[src/rtl/nes_pad_reader.sv]
// nes_pad_reader
//   Console-side reader for the Famicom/NES serial game-controller protocol.
//   It drives the latch and pulse lines, shifts in the serial data line and
//   presents the result as an active-high button word with a one-cycle
//   valid strobe. A scan runs on request (start) or, when POLL_PERIOD > 0,
//   automatically every POLL_PERIOD cycles.
//
//   Ports
//     clk_sys   in   system clock
//     reset_n   in   asynchronous active-low reset
//     start     in   scan request, sampled only while idle
//     pad_data  in   serial data from the pad (active-low, asynchronous)
//     pad_latch out  latch line to the pad (active-high, registered)
//     pad_pulse out  clock line to the pad (pad shifts on its falling edge)
//     buttons   out  last completed scan, bit i = i-th serial bit, active-high
//     valid     out  one-cycle strobe, buttons change in the same cycle
//     busy      out  high while a scan is in progress
//
//   Handshake: start is a level request that is consumed on the first clock
//   edge at which the reader is idle; requests while busy are dropped.
//   valid is a single-cycle qualifier for buttons with no back-pressure.
module nes_pad_reader #(
    parameter int CLK_DIV     = 4,
    parameter int NUM_BITS    = 8,
    parameter int POLL_PERIOD = 0
) (
    input  logic                clk_sys,
    input  logic                reset_n,
    input  logic                start,
    input  logic                pad_data,
    output logic                pad_latch,
    output logic                pad_pulse,
    output logic [NUM_BITS-1:0] buttons,
    output logic                valid,
    output logic                busy
);

    localparam int HW = $clog2(2 * CLK_DIV);
    localparam int BW = (NUM_BITS > 1) ? $clog2(NUM_BITS) : 1;
    localparam int PW = (POLL_PERIOD > 1) ? $clog2(POLL_PERIOD) : 1;

    localparam logic [HW-1:0] H_LAST = HW'(CLK_DIV - 1);
    localparam logic [HW-1:0] L_LAST = HW'(2 * CLK_DIV - 1);
    localparam logic [BW-1:0] B_LAST = BW'(NUM_BITS - 1);
    localparam logic [PW-1:0] P_LAST = PW'((POLL_PERIOD > 0) ? POLL_PERIOD - 1 : 0);

    localparam logic [2:0] S_IDLE     = 3'd0;
    localparam logic [2:0] S_LATCH    = 3'd1;
    localparam logic [2:0] S_GAP      = 3'd2;
    localparam logic [2:0] S_PULSE_HI = 3'd3;
    localparam logic [2:0] S_PULSE_LO = 3'd4;
    localparam logic [2:0] S_DONE     = 3'd5;

    logic [2:0]          state_q, state_d;
    logic [HW-1:0]       h_q, h_d;
    logic [BW-1:0]       b_q, b_d;
    logic [PW-1:0]       poll_q, poll_d;
    logic                pending_q, pending_d;
    logic [NUM_BITS-1:0] shift_q, shift_d;
    logic [NUM_BITS-1:0] buttons_q, buttons_d;
    logic                valid_q, valid_d;
    logic                busy_q, busy_d;
    logic                latch_q, latch_d;
    logic                pulse_q, pulse_d;
    logic                sync1_q, sync2_q;
    logic                accept;
    logic                wrap;

    always_comb begin
        state_d   = state_q;
        h_d       = h_q;
        b_d       = b_q;
        shift_d   = shift_q;
        buttons_d = buttons_q;
        valid_d   = 1'b0;
        accept    = 1'b0;
        wrap      = (POLL_PERIOD > 0) && (poll_q == P_LAST);
        poll_d    = (POLL_PERIOD == 0 || wrap) ? '0 : poll_q + 1'b1;

        case (state_q)
            S_IDLE: begin
                if (start || pending_q) begin
                    accept  = 1'b1;
                    state_d = S_LATCH;
                    h_d     = '0;
                    b_d     = '0;
                end
            end
            S_LATCH: begin
                if (h_q == L_LAST) begin
                    state_d = S_GAP;
                    h_d     = '0;
                end else begin
                    h_d = h_q + 1'b1;
                end
            end
            S_GAP: begin
                // Bit 0 is presented by the pad as soon as it is latched.
                if (h_q == H_LAST) begin
                    shift_d[0] = ~sync2_q;
                    b_d        = BW'(1);
                    h_d        = '0;
                    state_d    = (NUM_BITS == 1) ? S_DONE : S_PULSE_HI;
                end else begin
                    h_d = h_q + 1'b1;
                end
            end
            S_PULSE_HI: begin
                if (h_q == H_LAST) begin
                    state_d = S_PULSE_LO;
                    h_d     = '0;
                end else begin
                    h_d = h_q + 1'b1;
                end
            end
            S_PULSE_LO: begin
                // The pad shifted on the falling edge that opened this phase;
                // sampling at its end leaves time for the synchroniser.
                if (h_q == H_LAST) begin
                    shift_d[b_q] = ~sync2_q;
                    h_d          = '0;
                    if (b_q == B_LAST) begin
                        state_d = S_DONE;
                    end else begin
                        b_d     = b_q + 1'b1;
                        state_d = S_PULSE_HI;
                    end
                end else begin
                    h_d = h_q + 1'b1;
                end
            end
            S_DONE: begin
                buttons_d = shift_q;
                valid_d   = 1'b1;
                state_d   = S_IDLE;
            end
            default: state_d = S_IDLE;
        endcase

        // A wrap coinciding with an accepted start must not leave a second
        // request behind.
        pending_d = pending_q;
        if (accept)
            pending_d = 1'b0;
        if (wrap && !accept)
            pending_d = 1'b1;

        // busy stays up through the valid cycle so it falls one cycle later.
        busy_d  = (state_d != S_IDLE) || valid_d;
        latch_d = (state_d == S_LATCH);
        pulse_d = (state_d == S_PULSE_HI);
    end

    always_ff @(posedge clk_sys or negedge reset_n) begin
        if (!reset_n) begin
            state_q   <= S_IDLE;
            h_q       <= '0;
            b_q       <= '0;
            poll_q    <= '0;
            pending_q <= 1'b0;
            shift_q   <= '0;
            buttons_q <= '0;
            valid_q   <= 1'b0;
            busy_q    <= 1'b0;
            latch_q   <= 1'b0;
            pulse_q   <= 1'b0;
            sync1_q   <= 1'b1;
            sync2_q   <= 1'b1;
        end else begin
            state_q   <= state_d;
            h_q       <= h_d;
            b_q       <= b_d;
            poll_q    <= poll_d;
            pending_q <= pending_d;
            shift_q   <= shift_d;
            buttons_q <= buttons_d;
            valid_q   <= valid_d;
            busy_q    <= busy_d;
            latch_q   <= latch_d;
            pulse_q   <= pulse_d;
            sync1_q   <= pad_data;
            sync2_q   <= sync1_q;
        end
    end

    assign pad_latch = latch_q;
    assign pad_pulse = pulse_q;
    assign buttons   = buttons_q;
    assign valid     = valid_q;
    assign busy      = busy_q;

endmodule

[config.mk]
export PLATFORM = sky130hd
export DESIGN_NAME = nes_pad_reader
export DESIGN_NICKNAME = d
export VERILOG_FILES = /design/src/rtl/nes_pad_reader.sv
export SDC_FILE = /design/constraint.sdc
export NUM_CORES = 1
export LEC_CHECK = 0
export ABC_AREA = 1
export CAP_MARGIN = 20
export CORE_ASPECT_RATIO = 0.7
export CORE_MARGIN = 2
export CORE_UTILIZATION = 47
export CTS_BUF_LIST = sky130_fd_sc_hd__clkbuf_4 sky130_fd_sc_hd__clkbuf_8
export DETAILED_ROUTE_END_ITERATION = 8
export PLACE_DENSITY = 0.71
export SYNTH_ARGS = -nofsm -noshare
export SYNTH_HDL_FRONTEND = slang
export SYNTH_SLANG_ARGS = --single-unit
[constraint.sdc]
create_clock -name clk_sys -period 2.7 [get_ports clk_sys]
set_input_delay 0.54 -clock clk_sys [delete_from_list [all_inputs] [get_ports clk_sys]]
set_output_delay 0.54 -clock clk_sys [all_outputs]
set_load 0.05 [all_outputs]
==> impl_metrics.py <==
metrics = {
    "status": {
        "status": "completed",
    },
    "clock_tree": {
        "numCtsBuffers": 5,
        "cts_resized": 0,
        "clock_sinks": 31,
        "clk_pin_slew_ps": 60,
        "post_cts_buffers": 0,
        "cts_max_path_buffers": 2,
        "cts_max_level": 2,
        "cts-root-buf": "clkbuf_8",
        "cts_tree": "built",
        "cts_hold_buf": 0,
        "clk-insertion-delay-late_ps": 270,
    },
    "timing": {
        "hold_violations": 0,
        "drv_slew": 0,
        "worstMarginPinSlew_ps": 502,
        "relSlewSlack": 0.664,
        "rsz0062_at_grt": "no",
        "whs_ps": 361,
        "period_share": 0.726,
        "max_freq_ghz": 0.510,
        "period_needed_ps": 1960,
        "setup_viol": 0,
        "fin_tns_setup_ps": 0,
        "fin_worst_skew_ps": 5.45,
    },
    "critical_path": {
        "cp.arrival_ps": 1420,
        "cp-start-kind": "flop",
        "cp_slowest_cell": "clkdlybuf4s50_1",
        "cp_max_fo": 2,
        "crit_chain": "clkdlybuf4s50_1",
        "required_ps": 2160,
        "cp_slowest_stage_delay_ps": 800,
        "crit_family": "buffers and inverters",
        "critPathKind": "reg2out",
        "path_buf_inv": 1,
        "r2r_start": "state_q[1]",
        "worstSetupStartpoint": "buttons[2]",
        "endpoint_kind": "output port",
    },
    "yosys": {
        "ys.flop_type": "dfrtp_1",
        "synth_top_area_frac": 0.455,
        "ys_async_sr_fraction": 1.00,
        "synth_largest_area_cell": "dfrtp_1",
        "synth_edf_count": 0,
        "yosysMostFrequentCell": "nand2_1",
        "synth_seq_area_share": 0.487,
        "ys_warn_count": 0,
        "synth_cell_types": 21,
        "ys_top_cells_by_count": "60 x nand2_1, 29 x dfrtp_1, 24 x inv_1",
        "syn_nets": 203,
        "netlist_instances": 192,
        "synth_area_um2": 1600,
        "ys_top_cells_by_area": "dfrtp_1 45%, nand2_1 14%, nand3_1 6.9%",
        "syn_area_per_cell_um2": 8.32,
        "synth-seq-cells": 31,
    },
    "pwr": {
        "cellPowerDensity_nw_per_um2": 466,
        "power_leakage_nw": 0.945,
        "ir_worst_vdd_v": 0.000211,
    },
    "die": {
        "rows": 17,
        "dieHeight_um": 52.8,
        "design.core.area_um2": 3190,
        "io_pins": 16,
        "die_area_um2": 3890,
        "die_w_um": 73.7,
        "initial_core_util": 0.500,
    },
    "grt": {
        "grt_overflow": 0,
        "grt_start_max_net_pins": 32,
        "antenna_found_initial": 0,
        "grt_usage": 0.179,
        "grt_pass1_vias": 1158,
        "grt_pass1_wl_um": 5130,
    },
    "cells_and_area": {
        "diodes": 0,
        "fill_cells": 286,
        "multiInputGateArea_um2": 658,
        "area_growth_syn_to_layout_pct": 14.6,
        "layout.nets": 222,
        "register_area_um2": 778,
        "final_layout_size_suffix_gt1_frac": 0.0900,
    },
    "route": {
        "routed_wl_um": 2850,
        "wl_per_cell_um": 11.4,
        "dr.pass1.iters": 5,
        "num_vias": 1245,
        "drtAntennaViolNets": 0,
        "viasPerCell": 5.00,
        "drtIter0Drc": 84,
        "drc": 0,
    },
    "worst_hold_path": {
        "hold_start": "sync1_q",
        "hold_class": "reg2reg",
    },
    "placement": {
        "port-buffer-count": 15,
        "hpwlAfterDp_um": 2160,
        "gp_congestion": 0.868,
    },
    "run": {
        "max_cap_viol_count": 0,
    },
}
[cell usage in the layout, fill, tap and decap left out, drive strengths merged]
cell type,n
nand3,22
o21ai,12
ha,7
nor2,21
buf,1
dfstp,2
nand4,3
clkbuf,6
a21oi,3
inv,26
clkdlybuf4s50,15
nand2,63
dfrtp,29
clkinv,1
[stage by stage]
step	instance area (um2)	utilization	std cells	total power [mW]	setup slack, ps
floorplan	1600	-	192	0.487	1150
global placement	1740	0.546	242	0.503	1040
detailed placement	1740	0.546	242	0.504	1020
CTS	1830	0.573	249	0.863	720
global route	1830	0.573	249	0.885	673
finish	1830	0.573	249	0.852	739
[worst paths after layout]
kind,end,slack [ps],cells after the start
max,buttons[2],740,1
min,sync2_q,360,0
max reg2reg,buttons[5],1070,5
min reg2reg,sync2_q,360,0
max in group asynchronous,sync2_q,1720,2
min in group asynchronous,h_q[2],650,2
[layout make-up]
cell class                 count  share of cell area
multi-input combinational    131               0.360
timing repair buffer          16              0.0862
clock buffer                   6              0.0451
tap                           38              0.0260
inverter                      26              0.0547
clock inverter                 1             0.00274
sequential                    31               0.425
[state kept, by name, indices dropped and copies added, names as in the netlist]
name	flops
state_q	3
pad_latch	1
h_q	3
sync2_q	1
pad_pulse	1
valid	1
b_q	3
shift_q	8
busy	1
buttons	8
sync1_q	1
[cells by family (layout without fill, tap and decap cells)]
family,Yosys count,in the layout,synth area share
buffers and inverters,30,49,0.100
AND/OR/NAND/NOR,109,109,0.308
adder cells (fa/ha/maj),7,7,0.0549
flip-flops,31,31,0.487
AO/OA/AOI/OAI,15,15,0.0494
[per-layer routing]
layer	wire, um	track usage	up-vias
li1	-	-	636
met4	14	0.0545	0
met5	0	0	-
met1	1430	0.239	571
met3	143	0.0577	2
met2	1260	0.277	36
[power breakdown]
part,total [mW],internal (mW),switching (mW)
logic,0.0199,0.00684,0.0131
registers,0.475,0.472,0.00300
clock network,0.357,0.199,0.158
total,0.852,0.678,0.174
Note: power is estimated with default switching activity, not from simulation.
